[src/rtl/deu_gpr_wb.sv]
// deu_gpr_wb: GPR write-back arbiter.
// Collects results from NSRC execution sources (0=ALU0, 1=ALU1, 2=MULDIV, 3=LSU).
// Each source has its own 2-entry queue. Each cycle, up to three queue heads are
// granted onto three registered GPR write ports.
//
// Ports
//   clk, rst_n           clock, asynchronous active-low reset
//   src_valid/src_ready  per-source handshake; a transfer happens when both are high at an edge
//   src_addr/src_data    per-source destination GPR index and result value
//   we0..2               registered GPR write enables
//   waddr0..2, wd0..2    registered GPR write addresses and data
//   wb_idle              all queues empty and no write enable asserted
module deu_gpr_wb #(
  parameter int unsigned DATA_W = 32,
  parameter int unsigned ADDR_W = 5,
  parameter int unsigned NSRC   = 4
) (
  input  logic                          clk,
  input  logic                          rst_n,
  input  logic [NSRC-1:0]               src_valid,
  output logic [NSRC-1:0]               src_ready,
  input  logic [NSRC-1:0][ADDR_W-1:0]   src_addr,
  input  logic [NSRC-1:0][DATA_W-1:0]   src_data,
  output logic                          we0,
  output logic                          we1,
  output logic                          we2,
  output logic [ADDR_W-1:0]             waddr0,
  output logic [ADDR_W-1:0]             waddr1,
  output logic [ADDR_W-1:0]             waddr2,
  output logic [DATA_W-1:0]             wd0,
  output logic [DATA_W-1:0]             wd1,
  output logic [DATA_W-1:0]             wd2,
  output logic                          wb_idle
);

  localparam int unsigned PtrW   = (NSRC > 1) ? $clog2(NSRC) : 1;
  localparam int unsigned NPorts = 3;

  // Per-source 2-entry queues
  logic [ADDR_W-1:0] mem_addr_q [NSRC][2];
  logic [DATA_W-1:0] mem_data_q [NSRC][2];
  logic              rd_q       [NSRC];
  logic              wr_q       [NSRC];
  logic [1:0]        cnt_q      [NSRC];

  logic [NSRC-1:0]   push;
  logic [NSRC-1:0]   pop;
  logic [ADDR_W-1:0] head_addr  [NSRC];
  logic [DATA_W-1:0] head_data  [NSRC];
  logic [NSRC-1:0]   head_valid;

  logic [PtrW-1:0]   rr_q, rr_d;

  // Grant slots, filled in scan order
  logic              gnt_v [NPorts];
  logic [ADDR_W-1:0] gnt_a [NPorts];
  logic [DATA_W-1:0] gnt_d [NPorts];

  // Registered write ports
  logic              we_q    [NPorts];
  logic [ADDR_W-1:0] waddr_q [NPorts];
  logic [DATA_W-1:0] wd_q    [NPorts];

  // Ready depends on registered occupancy only, so there is no path from src_valid.
  always_comb begin
    for (int i = 0; i < NSRC; i++) begin
      src_ready[i]  = (cnt_q[i] != 2'd2);
      push[i]       = src_valid[i] & src_ready[i];
      head_valid[i] = (cnt_q[i] != 2'd0);
      head_addr[i]  = mem_addr_q[i][rd_q[i]];
      head_data[i]  = mem_data_q[i][rd_q[i]];
    end
  end

  // Round-robin scan from rr_q. Addr-0 heads are discarded without using a port.
  // Heads whose address matches an earlier grant this cycle wait, so no two ports
  // ever share a write address. Scanning stops once all ports are taken.
  always_comb begin
    logic [PtrW-1:0] idx;
    logic [1:0]      nport;
    logic            full;
    logic            conflict;
    pop      = '0;
    rr_d     = rr_q;
    idx      = '0;
    nport    = '0;
    full     = 1'b0;
    conflict = 1'b0;
    for (int p = 0; p < NPorts; p++) begin
      gnt_v[p] = 1'b0;
      gnt_a[p] = '0;
      gnt_d[p] = '0;
    end
    for (int k = 0; k < NSRC; k++) begin
      idx = PtrW'((int'(rr_q) + k) % int'(NSRC));
      if (!full && head_valid[idx]) begin
        if (head_addr[idx] == '0) begin
          pop[idx] = 1'b1;
          rr_d     = PtrW'((int'(idx) + 1) % int'(NSRC));
        end else begin
          conflict = 1'b0;
          for (int j = 0; j < NPorts; j++) begin
            if (gnt_v[j] && (gnt_a[j] == head_addr[idx])) conflict = 1'b1;
          end
          if (!conflict) begin
            gnt_v[nport] = 1'b1;
            gnt_a[nport] = head_addr[idx];
            gnt_d[nport] = head_data[idx];
            pop[idx]     = 1'b1;
            rr_d         = PtrW'((int'(idx) + 1) % int'(NSRC));
            if (nport == 2'd2) full = 1'b1;
            else               nport = nport + 2'd1;
          end
        end
      end
    end
  end

  always_ff @(posedge clk or negedge rst_n) begin
    if (!rst_n) begin
      for (int i = 0; i < NSRC; i++) begin
        for (int e = 0; e < 2; e++) begin
          mem_addr_q[i][e] <= '0;
          mem_data_q[i][e] <= '0;
        end
        rd_q[i]  <= 1'b0;
        wr_q[i]  <= 1'b0;
        cnt_q[i] <= 2'd0;
      end
    end else begin
      for (int i = 0; i < NSRC; i++) begin
        if (push[i]) begin
          mem_addr_q[i][wr_q[i]] <= src_addr[i];
          mem_data_q[i][wr_q[i]] <= src_data[i];
          wr_q[i]                <= ~wr_q[i];
        end
        if (pop[i]) rd_q[i] <= ~rd_q[i];
        unique case ({push[i], pop[i]})
          2'b10:   cnt_q[i] <= cnt_q[i] + 2'd1;
          2'b01:   cnt_q[i] <= cnt_q[i] - 2'd1;
          default: cnt_q[i] <= cnt_q[i];
        endcase
      end
    end
  end

  always_ff @(posedge clk or negedge rst_n) begin
    if (!rst_n) begin
      rr_q <= '0;
      for (int p = 0; p < NPorts; p++) begin
        we_q[p]    <= 1'b0;
        waddr_q[p] <= '0;
        wd_q[p]    <= '0;
      end
    end else begin
      rr_q <= rr_d;
      for (int p = 0; p < NPorts; p++) begin
        we_q[p]    <= gnt_v[p];
        waddr_q[p] <= gnt_a[p];
        wd_q[p]    <= gnt_d[p];
      end
    end
  end

  assign we0    = we_q[0];
  assign we1    = we_q[1];
  assign we2    = we_q[2];
  assign waddr0 = waddr_q[0];
  assign waddr1 = waddr_q[1];
  assign waddr2 = waddr_q[2];
  assign wd0    = wd_q[0];
  assign wd1    = wd_q[1];
  assign wd2    = wd_q[2];

  always_comb begin
    wb_idle = ~(we_q[0] | we_q[1] | we_q[2]);
    for (int i = 0; i < NSRC; i++) begin
      if (cnt_q[i] != 2'd0) wb_idle = 1'b0;
    end
  end

endmodule
[config.mk]
export PLATFORM = sky130hd
export DESIGN_NAME = deu_gpr_wb
export DESIGN_NICKNAME = d
export VERILOG_FILES = /design/src/rtl/deu_gpr_wb.sv
export SDC_FILE = /design/constraint.sdc
export NUM_CORES = 1
export LEC_CHECK = 0
export BUFFER_PORTS_ARGS = -buffer_cell sky130_fd_sc_hd__buf_2
export CAP_MARGIN = 20
export CORE_ASPECT_RATIO = 0.6
export CORE_MARGIN = 2
export CORE_UTILIZATION = 59
export DETAILED_ROUTE_END_ITERATION = 10
export PLACE_DENSITY = 0.78
export SYNTH_ARGS = -nofsm -noshare
export SYNTH_HDL_FRONTEND = slang
export SYNTH_SLANG_ARGS = --single-unit
[constraint.sdc]
create_clock -name clk -period 7.29 [get_ports clk]
set_clock_uncertainty 0.05 [all_clocks]
set_input_delay 1.458 -clock clk [delete_from_list [all_inputs] [get_ports clk]]
set_output_delay 1.458 -clock clk [all_outputs]
set_load 0.005 [all_outputs]
==> metrics.txt <==
status complete, no violations; HP Class register to register; Vias roughly 19000; PostCTS Resize Cnt 0; WHS Path Cells 1; die extent in x between 200 and 300 µm; hold violation count in the final report 0; Tightest Pin Transition about 1.2 ns; CTS Buf Count 40; H-Tree Depth 2; # hold bufs at CTS 0; Finished Layout Cells 2939; top cells by count, synth 428 x dfrtp_1, 324 x nand2_1, 311 x mux2_2, 274 x mux2i_1, 126 x nor2_1; WP data required around 7.7 ns; Die H around 160 µm; drt wl/cell roughly 26 µm; Most used DFF post-synth dfrtp_1; max_cap viols 0; largest net degree at the start of global routing between 150 and 200; unrepaired setup endpoints after global routing false; Slew Limit Headroom 0.228; Mapped Cells roughly 2200; Synth Area in Adders 0.00648; critical path class register to register; first-pass GRT wire length approximately 110000 µm; total gr overflow 0; initial antenna violation count 6; Syn. warnings 0; Yosys top cell area share 0.462; Worst setup SP type register; Max Clk Rate 152 MHz; largest family of logic cells by synthesized area multiplexers; mux share of post-synthesis cell area 0.277; worst-skew pair later-pin latency 0.56 ns; GRT Overall Usage 0.368; starting DRC count in detailed routing 2523; top cells by area, synth dfrtp_1 46%, mux2_2 15%, mux2i_1 12%; endpoints failing setup 0; vias in the first global route between 15000 and 20000; number of flops mapped to enable cells by yosys 0; Hold WS about 0.45 ns; DRT Pass-1 Iters 8; final wirelength about 76000 µm; PortBufs about 270; HPWL after detailed placement approximately 53000 µm; Antenna Nets Post-Route 0; CP endpoint kind register; Post-route DRC 0; CTS tree built; nets ~2500; most numerous cell in the Yosys netlist dfrtp_1; syn avg cell area 10.6 µm²; Worst Reg2Reg Path Length in Cells 20; Core Region 38900 µm²; Worst EP arrival between 6 and 7 ns; post-route setup TNS 0 ns; compound-gate portion of the synthesized area 0.110; net count after synthesis roughly 2400; GPL Wtd Cong just over 0.9; final worst path period need between 6 and 7 ns; placed instance count 2862; Async SR Flop Fraction 1.00; clock sink count between 400 and 500; Die ar. just over 40000 µm²; synthesized area between 20000 and 25000 µm²; ratio of cells with drive above 1 in the final layout 0.306; Area Growth Syn to Fin 13.7%; num ports approximately 270; Longest Clk Path Bufs 3; final core utilization 0.678; Yosys top cell by area dfrtp_1; Max Fanout on Critical Path 52; simple-gate share of the synthesized area 0.0974; Via density ~6.4; fin crit share 0.900; row cnt 56; Clock transition at path regs 0.06 ns; Initial Util 0.596; FF+latch count, synth about 430; max-slew violations 0; root buffer cell clkbuf_16; post-CTS setup buffer count 0; library cells used by synthesis 73; Seq/Total Area, Yosys 0.462; Synth Area in XOR/XNOR 0.0151
## per-layer routing
layer,track usage,wire (µm)
met4,0.100,2000
met5,0,11
met2,0.484,29900
met3,0.138,10500
met1,0.557,33400
## critical path, cell delays in order, from the launching register on
cell	delay [ns]
dfrtp_4	0.88
inv_4	0.20
ha_2	0.34
inv_2	0.19
mux2i_1	0.65
xor2_1	0.14
nor4_1	0.29
o21ai_1	0.18
o21ai_4	0.33
inv_2	0.06
nor2_1	0.23
ha_1	0.21
nand2_1	0.08
a21oi_1	0.32
nand2_2	0.25
a311oi_2	0.47
o41ai_4	0.12
buf_4	0.20
or3_1	0.60
buf_4	0.35
o22ai_1	0.25
## path summary, 6_finish.rpt
| path | start | end | slack [ns] |
|---|---|---|---|
| max reg2reg | rr_q[0]$_DFFE_PN0P_ | wd2[29]$_DFF_PN0_ | 0.73 |
| min | mem_addr_q[30]$_DFFE_PN0P_ | mem_addr_q[30]$_DFFE_PN0P_ | 0.45 |
| min reg2reg | mem_addr_q[30]$_DFFE_PN0P_ | mem_addr_q[30]$_DFFE_PN0P_ | 0.45 |
| min in group asynchronous | rst_n | wd2[31]$_DFF_PN0_ | 0.79 |
| max in group asynchronous | rst_n | rr_q[0]$_DFFE_PN0P_ | 4.97 |
| max | rr_q[0]$_DFFE_PN0P_ | wd2[29]$_DFF_PN0_ | 0.73 |
## state kept, by name, summed over array words and instances (netlist names)
name / cells
cnt_q: 8
mem_addr_q: 40
mem_data_q: 256
rd_q: 4
rr_q: 2
waddr0: 5
waddr1: 5
waddr2: 5
wd0: 32
wd1: 32
wd2: 32
we0: 1
we1: 1
we2: 1
wr_q: 4
## layout by cell type (no fill, tap or decap), types with 42 or more instances in the layout
cell     count
buf_2      271
o22ai_1     42
dfrtp_1    422
nor2_1     122
o21ai_0     77
mux2_2     311
nand2_1    323
mux2i_1    274
a31oi_1     76
a21oi_1     88
## layout make-up
| class | instances | area, µm² |
|---|---|---|
| fillers | 2969 | 12500 |
| multi-input cells | 1593 | 11800 |
| flip-flops and latches | 428 | 10700 |
| repair buffers | 311 | 1740 |
| clock buffers | 60 | 1230 |
| well taps | 522 | 653 |
| clock inverters | 10 | 120 |
| inverters | 9 | 36.3 |
| diodes | 6 | 15.0 |
## through the flow
stage / setup WS, ns / cell area (µm²)
2_1_floorplan: 1.43 / 23200
3_3_place_gp: 1.12 / 24900
3_5_place_dp: 0.921 / 25000
4_1_cts: 0.868 / 26300
5_1_grt: 0.205 / 26300
6_report: 0.726 / 26300
## kinds of logic (layout without fill, tap and decap cells)
family,count (synthesis),after routing
mux,595,595
simple gates,548,548
flops,428,428
compound gates,398,398
buf+inv,163,390
xor+xnor,40,40
fa+ha+maj,12,12
other cells,0,6
Power is left out: the tool's default activity adds up to more than one toggle a clock period on the data nets, which glitch-free logic cannot reach.
